### src/rtl/ext_subsys_pwr_seq.sv
// Power-gating sequencer for the external (CGRA) domain: clock gate, isolation, reset, switch with ack.
// Optional ack-wait timeout with sticky err_o is compiled in with `define EXT_PWR_SEQ_TIMEOUT_EN.
module ext_subsys_pwr_seq #(
    parameter int STEP_CYCLES    = 2,
    parameter int SETTLE_CYCLES  = 4,
    parameter int TIMEOUT_CYCLES = 1024,
    parameter int CNT_W = $clog2((((STEP_CYCLES > SETTLE_CYCLES) ? STEP_CYCLES : SETTLE_CYCLES)
                                  > TIMEOUT_CYCLES)
                                 ? ((STEP_CYCLES > SETTLE_CYCLES) ? STEP_CYCLES : SETTLE_CYCLES)
                                 : TIMEOUT_CYCLES) + 1
) (
    input  logic       clk_i,
    input  logic       rst_ni,
    input  logic       pwr_off_req_i,
    input  logic       busy_i,
    input  logic       switch_ack_ni,
    input  logic       err_clr_i,
    output logic       clkgate_en_no,
    output logic       iso_no,
    output logic       domain_rst_no,
    output logic       switch_no,
    output logic [3:0] state_o,
    output logic       done_o,
    output logic       err_o
);

    typedef enum logic [3:0] {
        ON      = 4'd0,
        GATE    = 4'd1,
        ISO     = 4'd2,
        RST     = 4'd3,
        SW_OFF  = 4'd4,
        OFF     = 4'd5,
        SW_ON   = 4'd6,
        SETTLE  = 4'd7,
        RST_REL = 4'd8,
        ISO_REL = 4'd9
    } state_t;

    // Control word order: {clkgate_en_no, iso_no, domain_rst_no, switch_no}
    localparam logic [3:0] CTRL_ON      = 4'b0110;
    localparam logic [3:0] CTRL_GATE    = 4'b1110;
    localparam logic [3:0] CTRL_ISO     = 4'b1010;
    localparam logic [3:0] CTRL_RST     = 4'b1000;
    localparam logic [3:0] CTRL_SW_OFF  = 4'b1001;
    localparam logic [3:0] CTRL_SW_ON   = 4'b1000;
    localparam logic [3:0] CTRL_RST_REL = 4'b1010;
    localparam logic [3:0] CTRL_ISO_REL = 4'b1110;

    localparam logic [CNT_W-1:0] STEP_LD   = CNT_W'(STEP_CYCLES - 1);
    localparam logic [CNT_W-1:0] SETTLE_LD = CNT_W'(SETTLE_CYCLES - 1);

    state_t           state;
    logic [3:0]       ctrl;
    logic [CNT_W-1:0] cnt;
    logic             ack_s1;
    logic             ack_s2;
    logic             tmo;

    assign {clkgate_en_no, iso_no, domain_rst_no, switch_no} = ctrl;
    assign state_o = state;

    always_ff @(posedge clk_i or negedge rst_ni) begin
        if (!rst_ni) begin
            ack_s1 <= 1'b0;
            ack_s2 <= 1'b0;
        end else begin
            ack_s1 <= switch_ack_ni;
            ack_s2 <= ack_s1;
        end
    end

`ifdef EXT_PWR_SEQ_TIMEOUT_EN
    localparam logic [CNT_W-1:0] WAIT_LD = CNT_W'(TIMEOUT_CYCLES - 1);

    // The step counter doubles as the ack-wait counter while in SW_OFF/SW_ON.
    assign tmo = (cnt == '0) &&
                 (((state == SW_OFF) && !ack_s2) || ((state == SW_ON) && ack_s2));

    always_ff @(posedge clk_i or negedge rst_ni) begin
        if (!rst_ni) begin
            err_o <= 1'b0;
        end else if (tmo) begin
            err_o <= 1'b1;
        end else if (err_clr_i) begin
            err_o <= 1'b0;
        end
    end
`else
    localparam logic [CNT_W-1:0] WAIT_LD = '0;
    logic unused_err_clr;

    assign tmo            = 1'b0;
    assign err_o          = 1'b0;
    assign unused_err_clr = err_clr_i;
`endif

    always_ff @(posedge clk_i or negedge rst_ni) begin
        if (!rst_ni) begin
            state  <= ON;
            ctrl   <= CTRL_ON;
            cnt    <= '0;
            done_o <= 1'b0;
        end else begin
            done_o <= 1'b0;
            if (cnt != '0) begin
                cnt <= cnt - CNT_W'(1);
            end
            case (state)
                ON: begin
                    if (pwr_off_req_i && !busy_i) begin
                        state <= GATE;
                        ctrl  <= CTRL_GATE;
                        cnt   <= STEP_LD;
                    end
                end
                GATE: begin
                    if (cnt == '0) begin
                        state <= ISO;
                        ctrl  <= CTRL_ISO;
                        cnt   <= STEP_LD;
                    end
                end
                ISO: begin
                    if (cnt == '0) begin
                        state <= RST;
                        ctrl  <= CTRL_RST;
                        cnt   <= STEP_LD;
                    end
                end
                RST: begin
                    if (cnt == '0) begin
                        state <= SW_OFF;
                        ctrl  <= CTRL_SW_OFF;
                        cnt   <= WAIT_LD;
                    end
                end
                SW_OFF: begin
                    if (ack_s2 || tmo) begin
                        state  <= OFF;
                        done_o <= 1'b1;
                    end
                end
                OFF: begin
                    if (!pwr_off_req_i) begin
                        state <= SW_ON;
                        ctrl  <= CTRL_SW_ON;
                        cnt   <= WAIT_LD;
                    end
                end
                SW_ON: begin
                    if (!ack_s2 || tmo) begin
                        state <= SETTLE;
                        cnt   <= SETTLE_LD;
                    end
                end
                SETTLE: begin
                    if (cnt == '0) begin
                        state <= RST_REL;
                        ctrl  <= CTRL_RST_REL;
                        cnt   <= STEP_LD;
                    end
                end
                RST_REL: begin
                    if (cnt == '0) begin
                        state <= ISO_REL;
                        ctrl  <= CTRL_ISO_REL;
                        cnt   <= STEP_LD;
                    end
                end
                ISO_REL: begin
                    if (cnt == '0) begin
                        state  <= ON;
                        ctrl   <= CTRL_ON;
                        done_o <= 1'b1;
                    end
                end
                default: begin
                    state <= ON;
                    ctrl  <= CTRL_ON;
                end
            endcase
        end
    end

endmodule

### config.mk
export PLATFORM = sky130hd
export DESIGN_NAME = ext_subsys_pwr_seq
export DESIGN_NICKNAME = d
export VERILOG_FILES = /design/src/rtl/ext_subsys_pwr_seq.sv
export SDC_FILE = /design/constraint.sdc
export NUM_CORES = 1
export LEC_CHECK = 0
export CELL_PAD_IN_SITES_DETAIL_PLACEMENT = 0
export CELL_PAD_IN_SITES_GLOBAL_PLACEMENT = 2
export CORE_ASPECT_RATIO = 1.4
export CORE_MARGIN = 4
export CORE_UTILIZATION = 30
export CTS_CLUSTER_SIZE = 16
export DETAILED_ROUTE_END_ITERATION = 8
export GPL_TIMING_DRIVEN = 0
export HOLD_SLACK_MARGIN = 0.02
export PLACE_DENSITY = 0.75
export SETUP_SLACK_MARGIN = 0.05
export SYNTH_ARGS = -nofsm -noshare
export SYNTH_HDL_FRONTEND = slang
export SYNTH_SLANG_ARGS = --single-unit
export TNS_END_PERCENT = 30
### constraint.sdc
create_clock -name clk_i -period 4.65 [get_ports clk_i]
set_clock_uncertainty 0.05 [all_clocks]
set_input_delay 0.6975 -clock clk_i [delete_from_list [all_inputs] [get_ports clk_i]]
set_output_delay 0.6975 -clock clk_i [all_outputs]
set_load 0.1 [all_outputs]
### Word level (Yosys, flattened, before mapping)

Index checks and enable logic that the tools add are counted.

* add/sub/neg operators: 1
* equality and inequality tests: 20
* muxes and demuxes: 27
* bitwise operators: 1
* reduce and logical (&&, ||, !) cells: 10

Operators by type and width (count)
* $mux W11: 6
* $mux W4: 15
* $pmux W11 S5: 1
* $pmux W4 S10: 1
* $pmux W4 S8: 1
* $ne A2 B2 Y1 const B: 10
* $eq A4 B3 Y1 const B: 4
* $logic_not A11 Y1: 1
* $reduce_bool A11 Y1: 1
* $sub A11 B1 Y11 const B: 1
* $reduce_and A10 Y1: 1
* $eq A4 B2 Y1 const B: 2
* $eq A4 B4 Y1 const B: 2
* $reduce_and A8 Y1: 1
* $eq A4 B1 Y1 const B: 1
* $logic_not A4 Y1: 1
* $reduce_or A2 Y1: 2
* $reduce_or A4 Y1: 1
* $mux W1: 2
* $ne A2 B1 Y1 const B: 1
* $pmux W1 S2: 1
* $logic_and A1 B1 Y1: 1
* $logic_not A1 Y1: 1
* $not A1 Y1: 1

* register bits: 22
* bits of input ports: 6
* output and inout bits: 10
* word-level logic and storage cells: 65

### Logic depth before layout (Yosys ltp)

* word-level depth: 4
* mapped depth: 11
* depth with buffers taken out: 11

### Worst setup path before layout

No wires, ideal clock.

* path kind: register -> register
* start point: register state[3] (netlist: state_o[3])
* end point: register ctrl[0]
* setup time: 0.126 ns
* arrival: 2.277 ns
* data required time: 4.474 ns
* slack: 2.197 ns
* stages on the path, launching flop included: 6
* buffers on the path: 1
* period minus slack after synthesis: 2.453 ns
* cells stage by stage: dfrtp_1 clkbuf_1 nor2_1 o31a_1 o22ai_1 mux2_2

* cells in the longest elaborated chain, start to end: 4
* elaborated cells between the ends (all ways): 22
* those cells by class: 16 x eq/ne; 1 x mux; 1 x bitwise; 4 x reduce/logical

Ends and longest elaborated chain
* start: declaration: line 53 `state_t state;`
* start signal: assignment: line 100 `state <= ON;`
* start signal: assignment: line 112 `state <= GATE;`
* start signal: assignment: line 119 `state <= ISO;`
* $eq A4 B3 Y1 / $eq A4 B1 Y1 (equally long branches): line 109 `case (state)`
* $reduce_or A2 Y1 (no line)
* $ne A2 B1 Y1 (no line) / $not A1 Y1 (equally long branches)
* $reduce_and A8 Y1 (no line)
* end signal: assignment: line 113 `ctrl <= CTRL_GATE;`
* end signal: assignment: line 120 `ctrl <= CTRL_ISO;`
* end signal: assignment: line 127 `ctrl <= CTRL_RST;`
* end: declaration: line 54 `logic [3:0] ctrl;`

Parallel ways exist; a longest one is shown, timed or not.
A chain may end at the register's enable or synchronous reset.

### Worst setup path after layout

* start point: register ctrl[2]
* end point: output port iso_no

RTL lines
* start signal: assignment: line 101 `ctrl <= CTRL_ON;`
* start signal: assignment: line 113
* start signal: assignment: line 120
* end: declaration: line 19 `output logic iso_no,`

No word-level cell between the ends.

==> reports/summary.txt <==
Core area -> 4572 µm²
Synth Cell Area -> 1420 µm²
Synth cell types -> 48
TritonCTS Buffers -> 3
Share of the yosys chip area belonging to registers -> 38.94%
Post-route setup TNS -> 0 ps
Worst Tran Pin Value -> 1055 ps
Hold Buf Count CTS -> 0
Final HPWL DP -> 2.809 mm
Die Wd -> 66.15 µm
Vias -> 1210
Ports -> 16
First DRT Iteration DRCs -> 74
Port bufs -> 13
Result of the run -> finished clean
Tcrit/Tclk final -> 57.54%
Cells after synthesis -> 161
Peak fanout along the critical path -> 2
Hold WC Path Type -> flip-flop to flip-flop
Grt ovf -> 0
Mean Syn Cell Area -> 8.821 µm²
Relative slew slack -> 29.43%
Ant diodes -> 0
Post-CTS setup buffers -> 0
Pin count of the biggest net entering global routing -> 23
Hold Vio Cnt, Final -> 0
WP data required -> 3900 ps
Post-Syn Nets -> 171
Setup violators final -> 0
Slowest Stage Delay on Critical Path -> 1130 ps
Max Clock Freq -> 0.3737 GHz
Residual DRC count -> 0
Routed met1 length -> 1.524 mm
Htree depth -> 1
Number of gates resized after CTS -> 0
Bufs and invs on worst path -> 1
CP max-delay cell -> clkdlybuf4s50_1
Crit path max-delay family -> buffers and inverters
First-pass iteration count of the detailed router -> 4
Root buf cell -> clkbuf_8
Commonest non-fill, non-tap cell in the layout -> nor2_1
Yosys warns -> 0
# clock sinks -> 22
Met2 WL -> 2.014 mm
Commonest non-fill, non-tap cells in the layout -> nor2_1 (24), dfrtp_1 (20), clkdlybuf4s50_1 (13)
Vias in the first global route -> 1232
Routed vias/inst -> 5.042
Yosys reg bits -> 22
Worst Path Arrival -> 1930 ps
Synth Flop Type -> dfrtp_1
Crit path kind -> flip-flop to output pin
RSZ-0062 raised after global routing -> false
Number of flops mapped to enable cells by yosys -> 0
Layout cells sized above 1 -> 9.551%
Critical Path End Type -> output pin
Routed len/inst -> 15.18 µm
Final worst path period need -> 2676 ps
Max_cap viols -> 0
Initial antenna violation count -> 0
Post-route ant nets -> 0
FILL cells -> 505
Chip height -> 89.41 µm
Initial core utilization -> 31.06%
Max Transition Viols Final -> 0
Critical path startpoint category -> flip-flop
Crit-path cells -> clkdlybuf4s50_1
Total Die Area -> 5914 µm²
Row count -> 29
Clk slew on worst S/H paths -> 90 ps
First-pass GRT wire length -> 6.113 mm
Routed WL -> 3.643 mm
P&R area growth vs syn -> 19.65%
Asr flop ratio synth -> 100.0%
Total GRT Usage -> 13.61%
Clk buf depth -> 2
Wire length on met3 -> 77 µm
CTS tree -> done
RD Place Congestion -> 0.8049
Max Used Layer -> met4
Clock latency on the worst-skew pair -> 260 ps
Nets -> 189
-- per-stage QoR --
step | hold slack, ps | setup WS, ps | cell area [µm²] | std cells | utilization, %
after detailed placement | 284.7 | 1994 | 1628 | 236 | 35.60
final | 304.3 | 1974 | 1699 | 240 | 37.16
after CTS | 306.2 | 1959 | 1699 | 240 | 37.16
after floorplan | 281.2 | 2197 | 1420 | 161 | -
after global routing | 313.9 | 1915 | 1699 | 240 | 37.16
after global placement | 284.5 | 1998 | 1628 | 236 | 35.60
-- flip-flops by register name (all words and copies together) (netlist names) --
register,flops
cnt,11
ctrl,4
state_o,4
ack_s1,1
ack_s2,1
done_o,1
-- Yosys cell counts, types with 2 or more instances --
| cell | count | share of area [%] |
|---|---|---|
| o21ai_0 | 7 | 2.5 |
| ha_1 | 4 | 3.5 |
| nor2_1 | 24 | 6.3 |
| o31ai_1 | 2 | 1.1 |
| dfrtp_1 | 20 | 35 |
| mux2i_1 | 3 | 2.1 |
| nand2b_1 | 7 | 3.1 |
| or3_1 | 2 | 0.88 |
| a22oi_1 | 2 | 1.1 |
| nor4_1 | 2 | 0.88 |
| xor2_1 | 3 | 1.9 |
| a31oi_1 | 3 | 1.3 |
| inv_1 | 6 | 1.6 |
| mux2_2 | 3 | 2.4 |
| xnor2_1 | 4 | 2.5 |
| clkbuf_1 | 8 | 2.1 |
| dfstp_2 | 2 | 3.7 |
| a21oi_1 | 7 | 2.5 |
| nand3_1 | 3 | 1.1 |
| nand2_1 | 6 | 1.6 |
| o21a_1 | 2 | 1.1 |
| nor2b_1 | 3 | 1.3 |
| nor3_1 | 10 | 3.5 |
| and3_1 | 2 | 0.88 |
| o22ai_1 | 3 | 1.3 |
-- layer usage --
layer	GRT usage [%]	vias to the layer above
met1	15.05	592
met2	26.56	20
li1	-	596
met3	2.138	2
met5	0	-
met4	3.327	0
-- final timing paths --
kind	from	end	slack [ps]	cells past startpoint
setup reg to reg	cnt[5]	cnt[0]	2070	9
min in group asynchronous	rst_ni	cnt[7]	950	1
hold / removal	ack_s1	ack_s2	300	0
hold reg to reg	ack_s1	ack_s2	300	0
max in group asynchronous	rst_ni	ack_s2	2960	1
setup / recovery	ctrl[2]	iso_no	1970	1
-- cell families (layout without fill, tap and decap cells) --
| group | Yosys count | after routing | synth area share (%) |
|---|---|---|---|
| muxes | 6 | 6 | 4.493 |
| other | 1 | 1 | 0.2641 |
| DFF | 22 | 22 | 38.94 |
| buffers and inverters | 18 | 35 | 5.109 |
| xor gates and xnor gates | 7 | 7 | 4.317 |
| adders and majority gates | 5 | 5 | 4.229 |
| and+or+nand+nor | 67 | 67 | 25.55 |
| AOI/OAI and AO/OA | 35 | 35 | 17.09 |
-- area by class of cell --
type / instances / area [µm²] / share of cell area (%)
Buffer: 11 / 46.29 / 2.725
Clock buffer: 3 / 41.29 / 2.430
Clock inverter: 1 / 30.03 / 1.767
Inverter: 7 / 26.28 / 1.546
Multi-Input combinational cell: 121 / 794.5 / 46.76
Sequential cell: 22 / 553.0 / 32.55
Tap cell: 62 / 77.57 / 4.566
Timing Repair Buffer: 13 / 130.1 / 7.658
Power is left out: the tool's default activity adds up to more than one toggle a clock period on the data nets, which glitch-free logic cannot reach.
